### config.mk
export PLATFORM = sky130hd
export DESIGN_NAME = instr_fetch
export DESIGN_NICKNAME = d
export VERILOG_FILES = /design/src/rtl/instr_fetch.sv
export SDC_FILE = /design/constraint.sdc
export NUM_CORES = 1
export LEC_CHECK = 0
export BUFFER_PORTS_ARGS = -buffer_cell sky130_fd_sc_hd__buf_2
export CAP_MARGIN = 10
export CELL_PAD_IN_SITES_DETAIL_PLACEMENT = 0
export CELL_PAD_IN_SITES_GLOBAL_PLACEMENT = 1
export CORE_ASPECT_RATIO = 0.75
export CORE_UTILIZATION = 34
export CTS_CLUSTER_DIAMETER = 200
export CTS_CLUSTER_SIZE = 25
export DETAILED_ROUTE_END_ITERATION = 7
export PLACE_DENSITY = 0.79
export SLEW_MARGIN = 5
export SYNTH_ARGS = -nofsm -noshare
export SYNTH_HDL_FRONTEND = slang
export SYNTH_SLANG_ARGS = --single-unit
### constraint.sdc
create_clock -name clk -period 2.6 [get_ports clk]
set_clock_uncertainty 0.2 [all_clocks]
set_input_delay 0.52 -clock clk [delete_from_list [all_inputs] [get_ports clk]]
set_output_delay 0.52 -clock clk [all_outputs]
set_load 0.005 [all_outputs]
### src/rtl/instr_fetch.sv
// Instruction fetch stage: owns the PC, issues one instruction-memory read per
// instruction over a req/valid handshake, and holds the returned word in an
// instruction register until decode consumes it, a branch/jump redirects it,
// or a HALT stops fetching until the next reset.
module instr_fetch #(
    parameter logic [15:0] RESET_PC = 16'h0000,
    parameter logic [4:0]  HALT_OP  = 5'b00000,
    parameter logic [15:0] NOP_WORD = 16'h0800
) (
    input  logic        clk,
    input  logic        rst_n,
    output logic        imem_req,
    output logic [15:0] imem_addr,
    input  logic [15:0] imem_rdata,
    input  logic        imem_valid,
    input  logic        stall,
    input  logic        redirect,
    input  logic [15:0] redirect_pc,
    output logic [15:0] instr,
    output logic        instr_valid,
    output logic [4:0]  opcode,
    output logic [1:0]  func,
    output logic [15:0] pc_out,
    output logic [15:0] pc_plus2,
    output logic        halted
);

    typedef enum logic [1:0] {
        S_REQ,
        S_WAIT,
        S_HOLD,
        S_HALTED
    } state_t;

    state_t      state;
    logic [15:0] pc;
    logic [15:0] ir;
    logic [15:0] ir_pc;
    logic        kill;

    // Fetch sequencing: PC update, kill tracking for in-flight reads, IR capture.
    always_ff @(posedge clk) begin
        if (!rst_n) begin
            state <= S_REQ;
            pc    <= RESET_PC;
            kill  <= 1'b0;
            ir    <= NOP_WORD;
            ir_pc <= RESET_PC;
        end else begin
            case (state)
                S_REQ: begin
                    // Request is already on the bus; a redirect can only
                    // mark its response as stale.
                    state <= S_WAIT;
                    if (redirect) begin
                        pc   <= redirect_pc;
                        kill <= 1'b1;
                    end
                end
                S_WAIT: begin
                    if (redirect) begin
                        pc <= redirect_pc;
                        if (imem_valid) begin
                            kill  <= 1'b0;
                            state <= S_REQ;
                        end else begin
                            kill <= 1'b1;
                        end
                    end else if (imem_valid) begin
                        if (kill) begin
                            kill  <= 1'b0;
                            state <= S_REQ;
                        end else begin
                            ir    <= imem_rdata;
                            ir_pc <= pc;
                            state <= S_HOLD;
                        end
                    end
                end
                S_HOLD: begin
                    if (redirect) begin
                        pc    <= redirect_pc;
                        state <= S_REQ;
                    end else if (!stall) begin
                        if (ir[15:11] == HALT_OP) begin
                            state <= S_HALTED;
                        end else begin
                            pc    <= pc + 16'd2;
                            state <= S_REQ;
                        end
                    end
                end
                S_HALTED: begin
                end
                default: state <= S_REQ;
            endcase
        end
    end

    // No request may leave the stage while reset is being applied.
    assign imem_req    = (state == S_REQ) && rst_n;
    assign imem_addr   = pc;
    assign instr_valid = (state == S_HOLD);
    assign halted      = (state == S_HALTED);

    assign instr    = ir;
    assign opcode   = ir[15:11];
    assign func     = ir[1:0];
    assign pc_out   = ir_pc;
    assign pc_plus2 = ir_pc + 16'd2;

endmodule

==> results.yml, run 1 <==
timing:
  relSlewSlack: 0.5347
  fin_crit_sh: 0.9208
  final-setup-viol-count: 0
  fmax_mhz: 417.7
  worst_pin_slew_ns: 0.6972
  rsz0062_at_grt: "no"
  finalCriticalPeriod_ns: 2.394
  hold_viol: 0
  tns_ns: 0
  slew_viol_final: 0
synth:
  yosys.area_share.simple: 0.2659
  syn-cell-area_um2: 2795
  synth_cell_types: 47
  synth_top_cell_area_share: 0.3653
  syn_inst: 363
  synth_ff_type: "dfxtp_1"
  synth_compound_gate_area_share: 0.2081
  synth_fa_ha_area_frac: 0.03133
  ys_seq_area_frac: 0.3653
  synth_area_leaders: "dfxtp_1 37%, nand2_1 12%, a21oi_1 7.5%, xnor2_1 3.4%, ha_1 3.1%"
  async_flop_share: 0
  synth_xor_area_frac: 0.04073
  postSynthAreaPerCell_um2: 7.700
  synth_nets: 407
  synth_edf_count: 0
  yosys_warnings: 0
  ys_ff_latch: 51
  yosysTopAreaCell: "dfxtp_1"
  synth_mux_area_frac: 0
  synth_top_family_by_area: "simple AND/OR/NAND/NOR gates"
power:
  finalPower_uw: 1669
  peakVddDrop_mv: 0.2653
  p_per_area_nw_per_um2: 482.0
  p_leak_uw: 0.001525
critical_path:
  crit_path_max_fanout: 7
  cpMostUsedCell: "and4_1"
  startpoint_type: "register"
  cp-end-kind: "output port"
  r2r-start: "state[1]$_SDFFE_PN0P_"
  cp_top_family: "simple AND/OR/NAND/NOR gates"
  cp_slowest_stage_delay_ns: 0.46
  cp.required_ns: 1.88
  crit_chain: "and4_1 -> and4_1 -> nand4_1 -> xnor2_1 -> buf_2"
  arrival_ns: 1.67
  path_class: "reg2out"
  setup.worst_path.start: "pc_out[5]$_SDFFE_PN0P_"
  crit_buf_inv: 1
  cp_slowest_cell: "dfxtp_1"
flow_run:
  maxCapViolCount: 0
clocking:
  path_clk_slew_ns: 0.10
  cts_inserted_buffers: 5
  cts_max_level: 2
  cts_tree: "done"
  clockBufferDepth: 2
  ctsHoldBuffers: 0
  post-cts-setup-buffers: 0
  clock-sinks: 51
  clk_latency_ns: 0.30
  cts_resized: 0
  clockRootBuffer: "clkbuf_8"
route:
  avgRoutedWirePerCell_um: 14.53
  drt-vias-per-instance: 5.172
  vias: 2891
  route.met3.wl_um: 580
  wl_met2_um: 3529
  drt-total-wl_um: 8123
  postRouteAntennaNets: 0
  drc: 0
  drt-met1-wl_um: 3984
  detailedRoute.firstPassIterationCount: 5
  drt_iter0_markers: 144
  top_layer: "met4"
floorplan:
  io_pins: 111
  start_util: 0.3530
  die_w_um: 106.7
  die_h_um: 80.53
  core_um2: 7918
  rows: 28
  fp.dieArea_um2: 8592
layout:
  num_antenna_cells: 0
  final_area_um2: 3462
  area.growth.synth_to_final_pct: 23.86
  nNetsFinal: 497
  drive_above_1_share: 0.3018
  final_cells: 559
placed_design:
  place.port_buffers: 110
  dpl.cell_count: 551
  dp_hpwl_um: 5906
  place_area_um2: 3358
  routabilityCongestion: 0.8507
grt:
  grt_use_total: 0.1853
  grt_pass1_vias: 2474
  grt_overflow: 0
  grt_max_degree: 33
  grt_pass1_wl_um: 12780
  antenna_found_initial: 0
hold_path:
  min_from: "imem_rdata[11]"
  hold_class: "in2reg"
status:
  run_status: "finished, final reports clean"
## final timing paths
kind,end,slack (ns),cells after the start
min,instr[11]$_SDFFE_PN1P_,0.23,3
max,pc_plus2[14],0.21,5
max reg2reg,imem_addr[15]$_SDFFE_PN0P_,0.28,6
min reg2reg,instr[2]$_SDFFE_PN0P_,0.26,2
## layer usage
layer | vias up | track usage
met4 | 0 | 0.03425
li1 | 1445 | -
met2 | 99 | 0.2761
met1 | 1345 | 0.2712
met5 | - | 0
met3 | 2 | 0.04140
## cells in the final DEF (no fill, tap or decap), types with 2 or more instances in the layout
master / count
buf_2: 110
nand2_1: 92
dfxtp_1: 51
a21oi_1: 42
nand3_1: 11
xnor2_1: 11
nor3_1: 11
nor2_1: 10
buf_4: 10
inv_1: 9
o32ai_1: 9
ha_1: 7
clkbuf_8: 7
and4_1: 6
nand4_1: 6
a211oi_1: 6
and3_1: 5
and2_1: 4
o31a_1: 4
nand2b_1: 3
o31ai_1: 3
o21ai_0: 3
nor3b_1: 3
xor2_1: 2
a31o_2: 2
a31oi_1: 2
nor4_1: 2
a211o_1: 2
o221a_2: 2
nor2b_1: 2
a311oi_1: 2
## state kept, by name, indices dropped and copies added (netlist names)
register and count:
imem_addr 16, instr 16, pc_out 16, state 2
kill 1
## cell type report
type / instances / area, um2
inverter: 9 / 33.78
clock buffer: 7 / 96.34
timing repair buffer: 121 / 645.6
tap: 105 / 131.4
fill: 846 / 4456
clock inverter: 1 / 7.507
multi-input combinational: 265 / 1526
sequential: 51 / 1021
## cell families (layout without fill, tap and decap cells)
| logic type | Yosys count | count (layout) |
|---|---|---|
| AO/OA/AOI/OAI | 86 | 86 |
| XOR/XNOR | 13 | 13 |
| adder cells (fa/ha/maj) | 7 | 7 |
| buffers and inverters | 47 | 138 |
| flip-flops | 51 | 51 |
| AND/OR/NAND/NOR | 159 | 159 |
## cells in the mapped netlist (3+ instances only)
cell type	instances
a21oi_1	42
nand4_1	6
inv_1	9
nor2_1	10
nand2b_1	3
buf_2	9
clkbuf_1	15
and4_1	6
nor3b_1	3
and3_1	5
ha_1	7
buf_4	10
nand3_1	11
nand2_1	92
buf_6	3
o31ai_1	3
a211oi_1	6
xnor2_1	11
and2_1	4
o32ai_1	9
nor3_1	11
dfxtp_1	51
o31a_1	4
o21ai_0	3
## worst reg2reg max path, delay by kind of cell (launching register included)
| kind | cells | cell delay (ns) |
|---|---|---|
| AOI/OAI and AO/OA | 2 | 0.61 |
| adders and majority gates | 1 | 0.32 |
| buffers and inverters | 1 | 0.21 |
| DFF | 1 | 0.48 |
| and+or+nand+nor | 2 | 0.41 |
## power breakdown
part / total, uW / switching (uW) / internal, uW
registers: 880 / 59.5 / 820
logic: 273 / 145 / 127
clock network: 516 / 273 / 243
total: 1670 / 478 / 1190
## per-stage QoR
stage	hold slack [ns]	util	setup WS, ns
2_1_floorplan	0.2527	-	0.5493
3_3_place_gp	0.2397	0.4241	0.2887
3_5_place_dp	0.2461	0.4241	0.1826
4_1_cts	0.2145	0.4373	0.1576
5_1_grt	0.2460	0.4373	0.05299
6_report	0.2258	0.4373	0.2059
No activity file was read; power rests on OpenSTA's default activity.
==> inputs of run 2 (changes only) <==
--- a/config.mk
+++ b/config.mk
@@ -10,6 +10,7 @@
 export CELL_PAD_IN_SITES_DETAIL_PLACEMENT = 0
 export CELL_PAD_IN_SITES_GLOBAL_PLACEMENT = 1
 export CORE_ASPECT_RATIO = 0.75
+export CORE_MARGIN = 5
 export CORE_UTILIZATION = 34
 export CTS_CLUSTER_DIAMETER = 200
 export CTS_CLUSTER_SIZE = 25
==> run 2 against run 1 <==
Net effect: combinational power barely moved; first-iteration DRC count rose by 20%; non-clock buffer count fell by 1; via count fell by 0.45%; sequential share of layout area rose by 0.14 points; largest power group unchanged; wire length rose by 5.4%; fmax fell by 0.69%; critical path depth rose by 2; core utilization fell by 0.40 points; design area fell by 0.47%; power fell by 1.9%.
==> results.yml, run 2 (synthesis gave the netlist of run 1 again) <==
placed_design:
  routabilityCongestion: 0.9247
  place.port_buffers: 110
  dp_hpwl_um: 6356
clocking:
  ctsHoldBuffers: 0
  clock-sinks: 51
  cts_tree: "done"
  cts_resized: 0
  clockBufferDepth: 2
  clockRootBuffer: "clkbuf_8"
  post-cts-setup-buffers: 0
  cts_inserted_buffers: 5
  path_clk_slew_ns: 0.10
  clk_latency_ns: 0.30
  cts_max_level: 2
power:
  clkPwrFrac: 0.296
  seqPwrFrac: 0.536
  p_sw_uw: 470.6
  p_leak_uw: 0.001516
  switching_share: 0.2875
  peakVddDrop_mv: 0.1935
  p_per_area_nw_per_um2: 475.0
  comb_power_share: 0.168
  internal_power_uw: 1166
  finalPower_uw: 1637
route:
  drt-total-wl_um: 8565
  postRouteAntennaNets: 0
  drt_iter0_markers: 173
  drt-vias-per-instance: 5.158
  drc: 0
  vias: 2878
  avgRoutedWirePerCell_um: 15.35
  detailedRoute.firstPassIterationCount: 4
layout:
  nNetsFinal: 496
  drive_above_1_share: 0.2958
  num_antenna_cells: 0
  area.growth.synth_to_final_pct: 23.28
  fin_util: 0.4333
  final_cell_mix: "110 x buf_2, 92 x nand2_1, 51 x dfxtp_1"
  fillers: 838
  final_common_cell: "buf_2"
flow_run:
  maxCapViolCount: 0
timing:
  finalCriticalPeriod_ns: 2.411
  worst_pin_slew_ns: 0.6220
  final-setup-viol-count: 0
  rsz0062_at_grt: "no"
  fin_crit_sh: 0.9272
  hold_viol: 0
  tns_ns: 0
  slew_viol_final: 0
  fmax_mhz: 414.8
  whs_ns: 0.2472
  relSlewSlack: 0.5849
grt:
  grt_pass1_vias: 2633
  antenna_found_initial: 0
  grt_pass1_wl_um: 13410
  grt_max_degree: 33
  grt_use_total: 0.1614
  grt_overflow: 0
critical_path:
  startpoint_type: "register"
  path_class: "reg2reg"
  arrival_ns: 2.41
  crit_path_max_fanout: 13
  cp.required_ns: 2.60
  cp-end-kind: "register"
  r2r-start: "state[0]$_SDFFE_PN0P_"
  setup.worst_path.start: "state[0]$_SDFFE_PN0P_"
hold_path:
  hold_class: "in2reg"
  min_from: "imem_rdata[11]"
status:
  run_status: "finished, final reports clean"
floorplan:
  io_pins: 111
  fp.dieArea_um2: 10150
  rows: 28
  start_util: 0.3515
  core_um2: 7953
  die_w_um: 114.7
  die_h_um: 88.53
-- run 2: cell count changes in the layout (fill, tap and decap cells not counted) --
cell / before / now
buf_4: 10 / 9
a31o_2: 2 / 1
clkbuf_8: 7 / 6
clkinv_4: 0 / 1
clkbuf_1: 0 / 1
a31o_1: 0 / 1
clkinvlp_4: 1 / 0
-- run 2: through the flow --
stage               area [um2]  setup slack [ns]  instances
finish                    3446            0.1893        558
global route              3446           0.03747        558
CTS                       3446            0.1890        558
detailed placement        3351            0.2380        550
global placement          3351            0.3056        550
floorplan                 2795            0.5493        363
-- run 2: power by group through the flow --
stage | Combinational (uW) | Sequential (uW) | Clock [uW]
after global routing | 303 | 886 | 540
after detailed placement | 275 | 894 | 0
after CTS | 276 | 876 | 498
final | 274 | 878 | 485
after floorplan | 169 | 881 | 0
after global placement | 271 | 893 | 0
-- run 2: layer usage --
metal | wire (um) | part of all wire | global-route usage
met2 | 3741 | 0.44 | 0.2525
met5 | 0 | 0 | 0
met4 | 36 | 0.0042 | 0.03731
met1 | 4213 | 0.49 | 0.2303
met3 | 573 | 0.067 | 0.03281
-- run 2: cell type report --
| type | instances | area [um2] | share of cell area |
|---|---|---|---|
| Timing Repair Buffer | 120 | 638.1 | 0.1852 |
| Clock buffer | 7 | 86.33 | 0.02505 |
| Multi-Input combinational cell | 265 | 1526 | 0.4430 |
| Sequential cell | 51 | 1021 | 0.2963 |
| Inverter | 9 | 33.78 | 0.009804 |
| Clock inverter | 1 | 8.758 | 0.002542 |
| Tap cell | 105 | 131.4 | 0.03813 |
-- run 2: path summary, 6_finish.rpt --
kind / endpoint / slack (ns) / depth (start not counted)
worst max register to register: imem_addr[15]$_SDFFE_PN0P_ / 0.19 / 7
worst min register to register: instr[8]$_SDFFE_PN0P_ / 0.26 / 2
worst max-delay path: imem_addr[15]$_SDFFE_PN0P_ / 0.19 / 7
worst min-delay path: instr[11]$_SDFFE_PN1P_ / 0.25 / 3
-- run 2: worst max-delay path, stage by stage (launching register included) --
cell and delay (ns):
dfxtp_1 0.45, inv_1 0.10, ha_1 0.27, nor2b_4 0.20, a31o_1 0.35, buf_4 0.24, a211o_1 0.26, a32o_1 0.25
==> inputs of run 3 (changes only) <==
--- a/config.mk
+++ b/config.mk
@@ -9,7 +9,7 @@
 export CAP_MARGIN = 10
 export CELL_PAD_IN_SITES_DETAIL_PLACEMENT = 0
 export CELL_PAD_IN_SITES_GLOBAL_PLACEMENT = 1
-export CORE_ASPECT_RATIO = 0.75
+export CORE_ASPECT_RATIO = 1.2
 export CORE_MARGIN = 5
 export CORE_UTILIZATION = 34
 export CTS_CLUSTER_DIAMETER = 200
==> run 3 against run 2 <==
Net effect: non-clock buffer count is the same; first-iteration DRC count up 9.2%; global-route usage down 0.40 points; hold slack worse by 0.018 ns; sequential power about the same; critical endpoint is now pc_plus2[14]; worst setup slack gained 0.011 ns; cell count fell by 1.8%; critical path type is now reg2out; register-to-register slack better by 0.08 ns; largest power group unchanged; power fell by 2.2%.
==> results.yml, run 3 (synthesis gave the netlist of run 1 again) <==
status:
  run_status: "finished, final reports clean"
power:
  p_leak_uw: 0.001521
  p_per_area_nw_per_um2: 464.3
  finalPower_uw: 1601
  peakVddDrop_mv: 0.1980
timing:
  finalCriticalPeriod_ns: 2.400
  hold_viol: 0
  rsz0062_at_grt: "no"
  slew_viol_final: 0
  whs_ns: 0.2297
  relSlewSlack: 0.6036
  tns_ns: 0
  final-setup-viol-count: 0
  fmax_mhz: 416.7
  worst_pin_slew_ns: 0.5940
  fin_crit_sh: 0.9231
layout:
  area.growth.synth_to_final_pct: 23.37
  fin_util: 0.4277
  fillers: 864
  num_antenna_cells: 0
  final_cell_mix: "110 x buf_2, 92 x nand2_1, 51 x dfxtp_1"
  nNetsFinal: 496
  drive_above_1_share: 0.2958
  final_common_cell: "buf_2"
grt:
  grt_max_degree: 34
  grt_overflow: 0
  antenna_found_initial: 0
  grt_pass1_wl_um: 13170
  grt_pass1_vias: 2720
  grt_use_total: 0.1573
clocking:
  clockBufferDepth: 2
  post-cts-setup-buffers: 0
  path_clk_slew_ns: 0.09
  clock-sinks: 51
  clk_latency_ns: 0.30
  cts_max_level: 2
  cts_inserted_buffers: 5
  cts_resized: 0
  clockRootBuffer: "clkbuf_8"
  cts_tree: "done"
  ctsHoldBuffers: 0
floorplan:
  io_pins: 111
  die_w_um: 92.77
  start_util: 0.3467
  rows: 36
  fp.dieArea_um2: 10140
  core_um2: 8063
  die_h_um: 109.3
route:
  postRouteAntennaNets: 0
  drt-vias-per-instance: 5.133
  drc: 0
  vias: 2813
  avgRoutedWirePerCell_um: 14.76
  drt_iter0_markers: 189
  drt-total-wl_um: 8090
  detailedRoute.firstPassIterationCount: 4
critical_path:
  path_class: "reg2out"
  crit_path_max_fanout: 7
  arrival_ns: 1.68
  startpoint_type: "register"
  r2r-start: "state[1]$_SDFFE_PN0P_"
  setup.worst_path.start: "pc_out[5]$_SDFFE_PN0P_"
  cp.required_ns: 1.88
  cp-end-kind: "output port"
hold_path:
  min_from: "imem_rdata[11]"
  hold_class: "in2reg"
placed_design:
  place.port_buffers: 110
  routabilityCongestion: 0.8355
  dp_hpwl_um: 6027
flow_run:
  maxCapViolCount: 0
-- run 3: final timing paths --
kind	to	slack [ns]	cells past startpoint
setup reg to reg	imem_addr[7]$_SDFFE_PN0P_	0.27	6
hold reg to reg	instr[5]$_SDFFE_PN0P_	0.26	2
setup / recovery	pc_plus2[14]	0.20	5
hold / removal	instr[11]$_SDFFE_PN1P_	0.23	3
-- run 3: metal layers --
metal  part of all wire  GRT usage  wire [um]  vias up
li1                   -          -          -     1446
met1               0.46     0.2077       3746     1286
met2               0.48     0.2687       3854       72
met3              0.045    0.02396        368        9
met4              0.015    0.04188        121        0
met5                  0          0          0        -
-- run 3: cell type report --
cell class                      count  area, um2  share of cell area
Tap cell                           95      118.9             0.03447
Timing Repair Buffer              120      663.1              0.1923
Multi-Input combinational cell    265       1526              0.4427
Inverter                            9      33.78            0.009797
Clock buffer                        6      72.57             0.02104
Clock inverter                      2      12.51            0.003628
Sequential cell                    51       1021              0.2961
-- run 3: critical path, stage by stage, from the launching register on --
cell     delay (ns)
dfxtp_1        0.45
and4_1         0.26
and4_1         0.27
nand4_1        0.13
xnor2_1        0.15
buf_2          0.12
-- run 3: metrics by stage --
step / std cells / setup slack, ns / area, um2
5_1_grt: 548 / 0.05266 / 3448
6_report: 548 / 0.1999 / 3448
3_3_place_gp: 540 / 0.3801 / 3363
3_5_place_dp: 540 / 0.2903 / 3363
4_1_cts: 548 / 0.1690 / 3448
2_1_floorplan: 363 / 0.5493 / 2795
-- run 3: report_power, final --
group	switching (uW)	internal [uW]
Clock	260	189
Sequential	54.7	820
Combinational	146	131
